<file path="src/rtl/pipeline_ctrl_if.sv">
// Hazard/stall controller bundle: decode and stage sideband in, stall/redirect out.
// The controller takes the slave view; the pipeline (or a bench) drives through master.
interface pipeline_ctrl_if #(
    parameter int ADDR_WIDTH = 32,
    parameter int CNT_WIDTH  = 32
);
    logic [4:0]            rs1_raddr_i;
    logic [4:0]            rs2_raddr_i;
    logic                  rs1_re_i;
    logic                  rs2_re_i;
    logic                  ex_is_load_i;
    logic [4:0]            ex_rd_i;
    logic                  ex_busy_i;
    logic                  mem_req_i;
    logic                  mem_ready_i;
    logic                  jump_req_i;
    logic [ADDR_WIDTH-1:0] jump_addr_i;
    logic [5:0]            stall_o;
    logic                  flush_jump_o;
    logic                  jump_o;
    logic [ADDR_WIDTH-1:0] jump_addr_o;
    logic                  mem_timeout_o;
    logic [CNT_WIDTH-1:0]  stall_cnt_o;

    modport slave (
        input  rs1_raddr_i, rs2_raddr_i, rs1_re_i, rs2_re_i,
        input  ex_is_load_i, ex_rd_i, ex_busy_i,
        input  mem_req_i, mem_ready_i, jump_req_i, jump_addr_i,
        output stall_o, flush_jump_o, jump_o, jump_addr_o,
        output mem_timeout_o, stall_cnt_o
    );

    modport master (
        output rs1_raddr_i, rs2_raddr_i, rs1_re_i, rs2_re_i,
        output ex_is_load_i, ex_rd_i, ex_busy_i,
        output mem_req_i, mem_ready_i, jump_req_i, jump_addr_i,
        input  stall_o, flush_jump_o, jump_o, jump_addr_o,
        input  mem_timeout_o, stall_cnt_o
    );
endinterface

</file>
<file path="src/rtl/pipeline_ctrl.sv">
// Hazard and stall controller for the 5-stage RV32 pipeline: stall vector, jump flush,
// deferred redirect under stall, MEM wait watchdog and stall-cycle counter.
module pipeline_ctrl #(
    parameter int ADDR_WIDTH  = 32,
    parameter int MEM_TIMEOUT = 255,
    parameter int CNT_WIDTH   = 32
) (
    input  logic            clk_i,
    input  logic            rst_n_i,
    pipeline_ctrl_if.slave  bus
);
    localparam int WD_W = (MEM_TIMEOUT < 1) ? 1 : $clog2(MEM_TIMEOUT + 1);

    typedef enum logic [1:0] {
        ST_RUN      = 2'd0,
        ST_MEM_WAIT = 2'd1,
        ST_EXE_WAIT = 2'd2
    } state_e;

    state_e                state_q, state_d;
    logic                  jump_pend_q, jump_pend_d;
    logic [ADDR_WIDTH-1:0] pend_addr_q, pend_addr_d;
    logic [WD_W-1:0]       wd_cnt_q, wd_cnt_d;
    logic                  timeout_q, timeout_d;
    logic [CNT_WIDTH-1:0]  stall_cnt_q, stall_cnt_d;

    logic                  wd_expire;
    logic                  mem_wait;
    logic                  exe_wait;
    logic                  load_use;
    logic                  take_jump;
    logic [5:0]            stall;
    logic                  flush;
    logic                  jump;
    logic [ADDR_WIDTH-1:0] jump_addr;

    assign wd_expire = (wd_cnt_q == WD_W'(MEM_TIMEOUT));
    assign mem_wait  = bus.mem_req_i & ~bus.mem_ready_i & ~wd_expire;
    assign exe_wait  = bus.ex_busy_i;
    assign load_use  = bus.ex_is_load_i & (bus.ex_rd_i != 5'd0) &
                       ((bus.rs1_re_i & (bus.rs1_raddr_i == bus.ex_rd_i)) |
                        (bus.rs2_re_i & (bus.rs2_raddr_i == bus.ex_rd_i)));
    // A redirect (fresh or held) goes out on the first cycle with no wait active.
    assign take_jump = ~(mem_wait | exe_wait) & (bus.jump_req_i | jump_pend_q);

    always_ff @(posedge clk_i or negedge rst_n_i) begin
        if (!rst_n_i) begin
            state_q <= ST_RUN;
        end else begin
            state_q <= state_d;
        end
    end

    always_comb begin
        state_d = state_q;
        case (state_q)
            ST_RUN: begin
                if (mem_wait)      state_d = ST_MEM_WAIT;
                else if (exe_wait) state_d = ST_EXE_WAIT;
            end
            ST_MEM_WAIT: begin
                if (!mem_wait)     state_d = exe_wait ? ST_EXE_WAIT : ST_RUN;
            end
            ST_EXE_WAIT: begin
                if (mem_wait)      state_d = ST_MEM_WAIT;
                else if (!exe_wait) state_d = ST_RUN;
            end
            default:               state_d = ST_RUN;
        endcase
    end

    // Flush beats a simultaneous load-use stall: the dependent instruction is squashed anyway.
    always_comb begin
        stall     = 6'b000000;
        flush     = 1'b0;
        jump      = 1'b0;
        jump_addr = '0;
        if (rst_n_i) begin
            if (take_jump) begin
                flush     = 1'b1;
                jump      = 1'b1;
                jump_addr = bus.jump_req_i ? bus.jump_addr_i : pend_addr_q;
            end
            if (mem_wait)                    stall = 6'b011111;
            else if (exe_wait)               stall = 6'b001111;
            else if (load_use && !take_jump) stall = 6'b000111;
        end
    end

    always_comb begin
        jump_pend_d = jump_pend_q;
        pend_addr_d = pend_addr_q;
        if (bus.jump_req_i && (mem_wait || exe_wait)) begin
            jump_pend_d = 1'b1;
            pend_addr_d = bus.jump_addr_i;
        end else if (take_jump) begin
            jump_pend_d = 1'b0;
        end

        wd_cnt_d  = mem_wait ? wd_cnt_q + 1'b1 : '0;
        timeout_d = timeout_q | wd_expire;

        stall_cnt_d = stall_cnt_q;
        if ((stall != 6'b000000) && (stall_cnt_q != {CNT_WIDTH{1'b1}}))
            stall_cnt_d = stall_cnt_q + 1'b1;
    end

    always_ff @(posedge clk_i or negedge rst_n_i) begin
        if (!rst_n_i) begin
            jump_pend_q <= 1'b0;
            pend_addr_q <= '0;
            wd_cnt_q    <= '0;
            timeout_q   <= 1'b0;
            stall_cnt_q <= '0;
        end else begin
            jump_pend_q <= jump_pend_d;
            pend_addr_q <= pend_addr_d;
            wd_cnt_q    <= wd_cnt_d;
            timeout_q   <= timeout_d;
            stall_cnt_q <= stall_cnt_d;
        end
    end

    assign bus.stall_o       = stall;
    assign bus.flush_jump_o  = flush;
    assign bus.jump_o        = jump;
    assign bus.jump_addr_o   = jump_addr;
    // The expiring cycle already reports the timeout; the register keeps it afterwards.
    assign bus.mem_timeout_o = timeout_q | wd_expire;
    assign bus.stall_cnt_o   = stall_cnt_q;

endmodule

</file>
<file path="src/flat_wrapper.sv">
// flat-port wrapper written by rule: the top's interface ports become plain ports
module pipeline_ctrl_flat 
#(
    parameter int ADDR_WIDTH  = 32,
    parameter int MEM_TIMEOUT = 255,
    parameter int CNT_WIDTH   = 32
)
  (clk_i, rst_n_i, bus_rs1_raddr_i, bus_rs2_raddr_i, bus_rs1_re_i, bus_rs2_re_i, bus_ex_is_load_i, bus_ex_rd_i, bus_ex_busy_i, bus_mem_req_i, bus_mem_ready_i, bus_jump_req_i, bus_jump_addr_i, bus_stall_o, bus_flush_jump_o, bus_jump_o, bus_jump_addr_o, bus_mem_timeout_o, bus_stall_cnt_o);
  pipeline_ctrl_if #(.ADDR_WIDTH(ADDR_WIDTH), .CNT_WIDTH(CNT_WIDTH)) bus_i ();
  input  logic clk_i;
  input  logic rst_n_i;
  input wire logic [$bits(bus_i.rs1_raddr_i)-1:0] bus_rs1_raddr_i;
  input wire logic [$bits(bus_i.rs2_raddr_i)-1:0] bus_rs2_raddr_i;
  input wire logic [$bits(bus_i.rs1_re_i)-1:0] bus_rs1_re_i;
  input wire logic [$bits(bus_i.rs2_re_i)-1:0] bus_rs2_re_i;
  input wire logic [$bits(bus_i.ex_is_load_i)-1:0] bus_ex_is_load_i;
  input wire logic [$bits(bus_i.ex_rd_i)-1:0] bus_ex_rd_i;
  input wire logic [$bits(bus_i.ex_busy_i)-1:0] bus_ex_busy_i;
  input wire logic [$bits(bus_i.mem_req_i)-1:0] bus_mem_req_i;
  input wire logic [$bits(bus_i.mem_ready_i)-1:0] bus_mem_ready_i;
  input wire logic [$bits(bus_i.jump_req_i)-1:0] bus_jump_req_i;
  input wire logic [$bits(bus_i.jump_addr_i)-1:0] bus_jump_addr_i;
  output wire logic [$bits(bus_i.stall_o)-1:0] bus_stall_o;
  output wire logic [$bits(bus_i.flush_jump_o)-1:0] bus_flush_jump_o;
  output wire logic [$bits(bus_i.jump_o)-1:0] bus_jump_o;
  output wire logic [$bits(bus_i.jump_addr_o)-1:0] bus_jump_addr_o;
  output wire logic [$bits(bus_i.mem_timeout_o)-1:0] bus_mem_timeout_o;
  output wire logic [$bits(bus_i.stall_cnt_o)-1:0] bus_stall_cnt_o;
  assign bus_i.rs1_raddr_i = bus_rs1_raddr_i;
  assign bus_i.rs2_raddr_i = bus_rs2_raddr_i;
  assign bus_i.rs1_re_i = bus_rs1_re_i;
  assign bus_i.rs2_re_i = bus_rs2_re_i;
  assign bus_i.ex_is_load_i = bus_ex_is_load_i;
  assign bus_i.ex_rd_i = bus_ex_rd_i;
  assign bus_i.ex_busy_i = bus_ex_busy_i;
  assign bus_i.mem_req_i = bus_mem_req_i;
  assign bus_i.mem_ready_i = bus_mem_ready_i;
  assign bus_i.jump_req_i = bus_jump_req_i;
  assign bus_i.jump_addr_i = bus_jump_addr_i;
  assign bus_stall_o = bus_i.stall_o;
  assign bus_flush_jump_o = bus_i.flush_jump_o;
  assign bus_jump_o = bus_i.jump_o;
  assign bus_jump_addr_o = bus_i.jump_addr_o;
  assign bus_mem_timeout_o = bus_i.mem_timeout_o;
  assign bus_stall_cnt_o = bus_i.stall_cnt_o;
  pipeline_ctrl #(.ADDR_WIDTH(ADDR_WIDTH), .MEM_TIMEOUT(MEM_TIMEOUT), .CNT_WIDTH(CNT_WIDTH)) u_core (.clk_i(clk_i), .rst_n_i(rst_n_i), .bus(bus_i));
endmodule
</file>
<file path="config.mk">
export PLATFORM = sky130hd
export DESIGN_NAME = pipeline_ctrl_flat
export DESIGN_NICKNAME = d
export VERILOG_FILES = /design/src/rtl/pipeline_ctrl_if.sv /design/src/rtl/pipeline_ctrl.sv /design/src/flat_wrapper.sv
export SDC_FILE = /design/constraint.sdc
export NUM_CORES = 1
export LEC_CHECK = 0
export ABC_AREA = 1
export CORE_MARGIN = 3
export CORE_UTILIZATION = 43
export CTS_CLUSTER_DIAMETER = 120
export DETAILED_ROUTE_END_ITERATION = 6
export GPL_TIMING_DRIVEN = 1
export PLACE_DENSITY = 0.73
export SYNTH_ARGS = -nofsm -noshare
export SYNTH_HDL_FRONTEND = slang
export SYNTH_SLANG_ARGS = --single-unit
export TNS_END_PERCENT = 1
</file>
<file path="constraint.sdc">
create_clock -name clk_i -period 2.3 [get_ports clk_i]
set_input_delay 0.46 -clock clk_i [delete_from_list [all_inputs] [get_ports clk_i]]
set_output_delay 0.46 -clock clk_i [all_outputs]
set_load 0.02 [all_outputs]
</file>
After elaboration in Yosys (flattened, before gate mapping)
Index checks and enable logic that the tools add are counted.

operators by class
  shift operators = 0
  bitwise gates (word level) = 14
  div/mod/pow operators = 0
  $mul = 0
  magnitude comparators = 0
  equal/unequal tests = 4
  $add $sub $neg = 2
  reduce and logical (&&, ||, !) cells = 8
  multiplexer cells = 12

operator list
  kind                                           number
  2-to-1 mux 32 bit                              3
  adder 32 x 1 -> 32 bit, second input constant  1
  != test 32 bit, second input constant          1
  2-to-1 mux 6 bit                               3
  equality test 5 bit                            2
  adder 8 x 1 -> 8 bit, second input constant    1
  equality test 8 bit, second input constant     1
  2-to-1 mux 8 bit                               1
  AND 1 bit                                      7
  nonzero test 6 bit                             1
  nonzero test 5 bit                             1
  2-to-1 mux 1 bit                               4
  bitwise OR 1 bit                               4
  logical AND 1 bit                              3
  2-to-1 mux 3 bit                               1
  NOT 1 bit                                      3
  nonzero test 2 bit                             1
  logical NOT 1 bit                              1
  logical OR 1 bit                               1

word-level totals
  memories kept = 0
  register bits after elaboration = 74
  input port bits = 56
  memory bits (read-only) = 0
  word-level logic and storage cells = 45
  latch bits = 0
  memory bits (writable) = 0

Depth between registers and ports, before layout
Gate-level depths: netlist (run 1).

  word-level depth = 14
  gate-level depth with buffers = 12
  depth with buffers taken out = 11

Least setup slack after synthesis (run 1)
Ideal clock, no wire load.

  path kind = reg-to-output
  start point = register u_core.wd_cnt_q[0]
  end point = output bus_stall_o[1]
  stages on the path, launching flop included = 11
  path buffers = 2
  arrival = 1.929 ns
  required time = 1.840 ns
  setup slack = -0.089 ns
  path through = dfrtp_1 -> ha_1 -> nand3_1 -> nor2_1 -> nand3_1 -> nand2_4 -> nand2_4 -> nand2_2 -> nand2_4 -> clkbuf_1 -> buf_4

on the way
  word-level cells in the longest chain between the ends = 12

RTL lines
  item                     line                  RTL
  from (decl)              pipeline_ctrl.sv:23   logic [WD_W-1:0] wd_cnt_q, wd_cnt_d;
  from (signal assigned)   pipeline_ctrl.sv:118  wd_cnt_q <= wd_cnt_d;
  equality test 8 bit (*)  pipeline_ctrl.sv:37   assign wd_expire = (wd_cnt_q == WD_W'(MEM_TIMEOUT));
  NOT 1 bit (*)            pipeline_ctrl.sv:38   assign mem_wait = bus.mem_req_i & ~bus.mem_ready_i & ~wd_expire;
  AND 1 bit (*)            pipeline_ctrl.sv:38
  bitwise OR 1 bit         pipeline_ctrl.sv:44   assign take_jump = ~(mem_wait | exe_wait) & (bus.jump_req_i | jump_pend_q);
  NOT 1 bit                pipeline_ctrl.sv:44
  AND 1 bit                pipeline_ctrl.sv:44
  logical NOT 1 bit        pipeline_ctrl.sv:86   else if (load_use && !take_jump) stall = 6'b000111;
  logical AND 1 bit        pipeline_ctrl.sv:86
  2-to-1 mux 3 bit         pipeline_ctrl.sv:86
  2-to-1 mux 6 bit         pipeline_ctrl.sv:85   else if (exe_wait) stall = 6'b001111;
  2-to-1 mux 6 bit (*)     pipeline_ctrl.sv:84   if (mem_wait) stall = 6'b011111;
  2-to-1 mux 6 bit (*)     pipeline_ctrl.sv:78   if (rst_n_i) begin
  to (decl)                flat_wrapper.sv:23    output wire logic [$bits(bus_i.stall_o)-1:0] bus_stall_o;

Mark *: on every way between the ends. The rest lies on a longest branch, timed or not.

Worst setup path in the final report (run 1)
  start point = register u_core.wd_cnt_q[1]
  end point = output bus_jump_addr_o[28]

on the way
  word-level cells in the longest chain between the ends = 8

RTL lines
  item                 line                 RTL
  equality test 8 bit  pipeline_ctrl.sv:37
  NOT 1 bit            pipeline_ctrl.sv:38
  AND 1 bit            pipeline_ctrl.sv:38
  bitwise OR 1 bit     pipeline_ctrl.sv:44
  NOT 1 bit            pipeline_ctrl.sv:44
  AND 1 bit            pipeline_ctrl.sv:44
  2-to-1 mux 32 bit    pipeline_ctrl.sv:79  if (take_jump) begin
  2-to-1 mux 32 bit    pipeline_ctrl.sv:78
  to (decl)            flat_wrapper.sv:26   output wire logic [$bits(bus_i.jump_addr_o)-1:0] bus_jump_addr_o;

No other way between the ends.

==> results of run 1 <==
[power groups by stage]
| stage | clock network, W | logic, W | registers, W |
|---|---|---|---|
| floorplan | 0 | 0.000352 | 0.00156 |
| global placement | 0 | 0.000728 | 0.00153 |
| detailed placement | 0 | 0.000749 | 0.00153 |
| CTS | 0.000973 | 0.000738 | 0.00151 |
| global route | 0.00105 | 0.000872 | 0.00153 |
| finish | 0.000964 | 0.000787 | 0.00151 |
[cell usage in the layout (no fill, tap or decap), types with 3 or more instances in the layout]
cell / netlist / routed
nand2_1: 328 / 327
nand2_4: 5 / 6
dfrtp_1: 74 / 74
inv_1: 32 / 32
nor2_1: 67 / 64
nor2_2: 2 / 3
xor2_1: 12 / 12
buf_4: 5 / 51
a21oi_1: 36 / 11
inv_2: 3 / 3
a21oi_2: 0 / 21
clkbuf_8: 0 / 9
xnor2_1: 4 / 4
buf_6: 3 / 15
nand3b_1: 15 / 15
a21oi_4: 0 / 4
nand4_1: 5 / 5
nor2_4: 2 / 4
buf_12: 0 / 3
nand3_1: 70 / 68
clkdlybuf4s50_1: 0 / 83
[state kept, by name (all words and copies together) (netlist names)]
| signal | flops |
|---|---|
| u_core.bus.stall_cnt_o | 32 |
| u_core.pend_addr_q | 32 |
| u_core.wd_cnt_q | 8 |
| u_core.jump_pend_q | 1 |
| u_core.timeout_q | 1 |
[worst paths after layout]
path	startpoint	to	slack (ps)	cells past startpoint
max reg2reg	u_core.bus.stall_cnt_o[1]	u_core.bus.stall_cnt_o[15]	310	10
min in group asynchronous	rst_n_i	u_core.wd_cnt_q[4]	500	2
min	u_core.timeout_q	u_core.timeout_q	470	2
min reg2reg	u_core.timeout_q	u_core.timeout_q	470	2
max	u_core.wd_cnt_q[1]	bus_jump_addr_o[28]	-170	11
max in group asynchronous	rst_n_i	u_core.pend_addr_q[14]	1150	3
[area by class of cell]
| cell class | count | area (µm²) |
|---|---|---|
| Fill cell | 945 | 3850 |
| Sequential cell | 74 | 1852 |
| Clock buffer | 11 | 131.4 |
| Multi-Input combinational cell | 558 | 2678 |
| Timing Repair Buffer | 161 | 1558 |
| Clock inverter | 3 | 42.54 |
| Tap cell | 136 | 170.2 |
| Inverter | 36 | 135.1 |
[synth_stat cells, drive strengths merged]
library cell,n,area share
clkinv,1,0.00081
nand4,5,0.0067
nand3b,15,0.024
xor2,12,0.023
conb,1,0.00081
ha,2,0.0054
dfrtp,74,0.40
buf,22,0.029
inv,35,0.028
nor2,71,0.062
nand2,335,0.28
a31o,1,0.0019
a21oi,36,0.039
xnor2,4,0.0075
nand3,70,0.075
nor3b,2,0.0056
clkbuf,10,0.0081
o21ai,2,0.0021
nor3,2,0.0021
[per-stage QoR]
step                hold WS [ps]  setup slack, ps  power [W]  std cells  cell area (µm²)
finish                     466.1           -174.8   0.003260        979             6566
global route               486.7           -295.7   0.003445        979             6566
CTS                        466.6           -253.4   0.003217        976             6262
detailed placement         295.0           -434.6   0.002278        961             6182
global placement           293.7           -409.7   0.002255        961             6182
floorplan                  164.4            28.88   0.001909        700             4658
[logic make-up after synthesis]
group | count (synthesis)
compound gates | 39
xor+xnor | 16
fa+ha+maj | 2
buf+inv | 68
flops | 74
other cells | 1
simple gates | 500
[critical path, delay by kind of cell, from the launching register on]
family / cells / cell delay [ps]
simple gates: 7 / 610
flops: 1 / 400
buf+inv: 2 / 340
fa+ha+maj: 1 / 160
compound gates: 1 / 140
[layer usage]
metal / vias to the layer above / GRT usage / part of all wire
li1: 2479 / - / -
met4: 0 / 0.06589 / 0.015
met3: 16 / 0.03669 / 0.052
met1: 2402 / 0.3007 / 0.44
met5: - / 0 / 0
met2: 164 / 0.3718 / 0.49
[what timing repair did]
action | in CTS | in global routing
setup endpoints to repair | 40 | 40
pin swaps | 0 | 3
hold buffers | 1 | 0
hold endpoints to repair | 3 | 0
cloned | 0 | 3
resized for setup | 190 | 60
==> impl_results.md, run 1 <==
* ANT cells at 0
* Vias in the first global route at 4637
* Net Switching at 0.001011 W
* Slowest-stage cell, CP: dfrtp_1
* Post-Syn Nets at 758
* Post-Synth Adder-Cell Area at 0.005373
* Largest stage delay on the critical path at 400 ps
* CP Capture Type: output pin
* Largest net degree at the start of global routing at 34
* Kind of critical path: register to output pin
* CTS tree: done
* Worst min path class: register to register
* Clock latency on the worst-skew pair at 350 ps
* DRT Wirelength at 13760 µm
* Initial antenna violation count at 0
* Final setup viols at 34
* Fin crit share at 1.076
* Placed wire-length estimate at 10070 µm
* Post-Synth Simple-Gate Area at 0.4575
* Synth-to-Final Area Change at 41.00%
* Power Internal at 0.002249 W
* Synthesized area per cell at 6.653 µm²
* Clock Power Share at 0.296
* Failing checks: setup timing
* Fin. max-slew vios at 0
* Initial detailed-routing violation count at 321
* Gate Count Post-Synth at 700
* Standard-cell rows at 37
* Clock slew at reported path FFs at 80 ps
* Drt pass-1 iters at 5
* Worst path arrival time at 2010 ps
* Leakage at 3.240 nW
* Yosys warns at 0
* Wire per inst at 14.05 µm
* RSZ-0062 raised after global routing: yes
* Die Footprint at 12120 µm²
* XOR/XNOR Fraction of Synth Area at 0.03009
* Antenna-violating nets left at 0
* Clock root buffer: clkbuf_8
* Pwr dens at 496.5 nW/µm²
* DRC Markers at 0
* Final TNS setup at -4535 ps
* Vias at 5061
* FMAX at 404.1 MHz
* Setup Fix Bufs, Post-CTS at 0
* Sw Share at 0.3101
* First-pass GRT wire length at 21850 µm
* Comb pwr share at 0.241
* Hold Vio Cnt, Final at 0
* Setup WS post-layout at -174.8 ps
* Initial core utilization at 0.4471
* Largest family of logic cells by synthesized area: simple AND/OR/NAND/NOR gates
* Min Tclk post-route at 2475 ps
* #FFs+latches synth at 74
* Largest fanout on the critical path at 8
* Die Y at 110.1 µm
* Final Core Density at 0.6304
* Cell repeated most along the worst path: nand2_4
* Critical Path RT at 1840 ps
* Average vias per placed instance at 5.170
* Status: finished with violations
* Die X at 110.1 µm
* Nets at 898
* Max H-tree Level at 3
* Sequential share of the synthesized area at 0.3976
* CTS Buffer Depth at 2
* Seq pwr share at 0.463
* Mux contribution to synthesized area at 0
* I/O Buffers at 127
* GRT Total Usage at 0.2239
* Cell Area, Synth at 4657 µm²
* Core area at 10420 µm²
* Cell breakdown of the critical path: ha_4, nand3_4, nor2_4, nand3_2, nand2_4, nand2_4, nor2_4, nand2_4, buf_6, a21oi_1, buf_4
* # IOs at 129
* Startpoint types: register
* Layout cell share with drive strength beyond 1 at 0.1590
* Max Cap Viol at 0
* Total gr overflow at 0
* Compound-gate portion of the synthesized area at 0.04272
* Fin Clk Skew at 16.51 ps
* Clock Sinks at 74
* Worst IR Drop VDD at 0.0003339 V
* Post-synth cell types at 29
* CTS buffer count at 9
* Routability cong. at 0.9187
No activity file was read; power rests on OpenSTA's default activity.
==> run 2: changes to the inputs <==
--- a/config.mk
+++ b/config.mk
@@ -6,12 +6,13 @@
 export NUM_CORES = 1
 export LEC_CHECK = 0
 export ABC_AREA = 1
+export CORE_ASPECT_RATIO = 1.25
 export CORE_MARGIN = 3
-export CORE_UTILIZATION = 43
+export CORE_UTILIZATION = 49
 export CTS_CLUSTER_DIAMETER = 120
 export DETAILED_ROUTE_END_ITERATION = 6
 export GPL_TIMING_DRIVEN = 1
-export PLACE_DENSITY = 0.73
+export PLACE_DENSITY = 0.81
 export SYNTH_ARGS = -nofsm -noshare
 export SYNTH_HDL_FRONTEND = slang
 export SYNTH_SLANG_ARGS = --single-unit
==> impl_results.md, run 2 (synthesis results as in run 1) <==
* Status: finished with violations
* Failing checks: setup timing
* Fin. max-slew vios at 0
* GRT Total Usage at 0.2548
* Layout cell share with drive strength beyond 1 at 0.1684
* I/O Buffers at 127
* Initial antenna violation count at 0
* Area of the multi-input gates at 2680 µm²
* Commonest non-fill, non-tap cell in the layout: nand2_1
* Placed wire-length estimate at 9775 µm
* Die Footprint at 10720 µm²
* Setup WS post-layout at -121.0 ps
* Antenna-violating nets left at 0
* Min Tclk post-route at 2421 ps
* Worst IR Drop VDD at 0.0003885 V
* Synth-to-Final Area Change at 43.07%
* RR Startpoint: u_core.bus.stall_cnt_o[1]
* Routability cong. at 0.9144
* Critical Path RT at 1840 ps
* CTS tree: done
* CP Launch Point: u_core.wd_cnt_q[1]
* Total gr overflow at 0
* Clock root buffer: clkbuf_16
* Worst min path class: primary input to asynchronous set/reset pin
* Hold Vio Cnt, Final at 0
* ANT cells at 0
* Core area at 9223 µm²
* Kind of critical path: register to output pin
* Most frequent cells in the layout: nand2_1 (327), clkdlybuf4s50_1 (80), dfrtp_1 (74)
* Max Cap Viol at 0
* Final TNS setup at -2996 ps
* Worst slew pin tran at 578.7 ps
* Worst path depth at 11
* Critical path buffers and inverters at 2
* Fin crit share at 1.053
* Startpoint types: register
* Die Y at 115.0 µm
* Clock Sinks at 74
* Fin Clk Skew at 7.354 ps
* Slowest-stage cell, CP: dfrtp_1
* Drt pass-1 iters at 5
* Vias at 5034
* First-pass GRT wire length at 22190 µm
* Die X at 93.20 µm
* Worst r2r dst: u_core.bus.stall_cnt_o[8]
* FF/Latch Area at 1852 µm²
* Worst path arrival time at 1960 ps
* CP Capture Type: output pin
* Initial core utilization at 0.5050
* Final std cells w/o fill at 966
* CP endpoint: bus_jump_addr_o[31]
* Clock latency on the worst-skew pair at 330 ps
* CTS Buffer Depth at 2
* FF-to-FF setup slack at 340 ps
* CTS buffer count at 9
* Worst R2R Path Depth at 10
* DRC Markers at 0
* Clock slew at reported path FFs at 60 ps
* RSZ-0062 raised after global routing: yes
* # IOs at 129
* Max H-tree Level at 3
* Filler cell count at 750
* Largest fanout on the critical path at 17
* Top delay family on crit path: simple AND/OR/NAND/NOR gates
* Headroom to the max-slew limit at 0.6142
* Largest net degree at the start of global routing at 53
* Wire per inst at 13.88 µm
* Leakage at 3.307 nW
* Cell breakdown of the critical path: ha_4, nand3_4, nor2_4, nand3_2, nand2_4, nand2_4, nor2_4, nand2_4, buf_12, a21oi_1, buf_4
* Cell repeated most along the worst path: nand2_4
* Vias in the first global route at 4759
* Largest stage delay on the critical path at 390 ps
* DRT Wirelength at 13410 µm
* Initial detailed-routing violation count at 367
* Final Core Density at 0.7224
* Pwr dens at 569.4 nW/µm²
* Pre-CTS setup slack at -470.9 ps
* Placed insts at 947
* Final setup viols at 34
* Standard-cell rows at 39
* Nets at 896
* Average vias per placed instance at 5.211
* FMAX at 413.1 MHz
==> run 2: cell count changes in the layout (fill, tap and decap cells not counted), sizes merged <==
| cell | before | now |
|---|---|---|
| dlymetal6s2s | 2 | 5 |
| clkbuf | 13 | 12 |
| clkdlybuf4s50 | 83 | 80 |
| clkinv | 2 | 3 |
| bufinv | 1 | 2 |
| buf | 71 | 70 |
==> run 2: timing repair <==
action | CTS | global route
endpoints found under the hold margin | 7 | 0
cloned | 1 | 0
hold buffers | 1 | 0
pin swaps | 2 | 2
buffers inserted | 0 | 1
resized for setup | 218 | 40
endpoints found under the setup margin | 40 | 39
==> run 2: metal layers <==
metal  global-route usage  routed length [µm]
met4              0.07429                 191
met2               0.4363                6823
met5                    0                   0
met3              0.04974                 787
met1               0.3287                5610
==> run 2: worst min path at each step <==
stage             from  cells after the start                   endpoint
3_5_place_dp   rst_n_i                      1         u_core.wd_cnt_q[5]
3_3_place_gp   rst_n_i                      1         u_core.wd_cnt_q[5]
4_1_cts        rst_n_i                      2     u_core.pend_addr_q[26]
2_1_floorplan  rst_n_i                      0  u_core.bus.stall_cnt_o[0]
5_1_grt        rst_n_i                      2     u_core.pend_addr_q[26]
6_report       rst_n_i                      2     u_core.pend_addr_q[26]
==> run 2: through the flow <==
stage               total power (W)  hold slack (ps)  area (µm²)
global placement           0.002247            315.7        6146
detailed placement         0.002271            315.9        6146
finish                     0.003794            127.7        6663
global route               0.003976            123.2        6663
CTS                        0.003797            126.4        6531
floorplan                  0.001909            164.4        4658
==> run 2: final cells by class <==
class                   count  area share
clock inverters             5     0.01164
clock buffers              11     0.03643
multi-input cells         558      0.4023
inverters                  36     0.02028
flip-flops and latches     74      0.2779
repair buffers            159      0.2284
well taps                 123     0.02310
==> run 2: where the power goes <==
group | total (W) | switching (W) | internal, W
Sequential | 0.00151 | 0.0000986 | 0.00142
Clock | 0.00150 | 0.000529 | 0.000975
Combinational | 0.000776 | 0.000435 | 0.000341
Total | 0.00379 | 0.00106 | 0.00273
==> run 2: worst register-to-register path, stage by stage, from the launching register on <==
cell and delay (ps):
dfrtp_1 380, ha_1 270, nand2_1 130, nor2_4 130
nand2_4 90, nor2_4 100, nor3b_4 230, nand2_4 140
buf_4 220, nand3_1 110, nand2_1 60
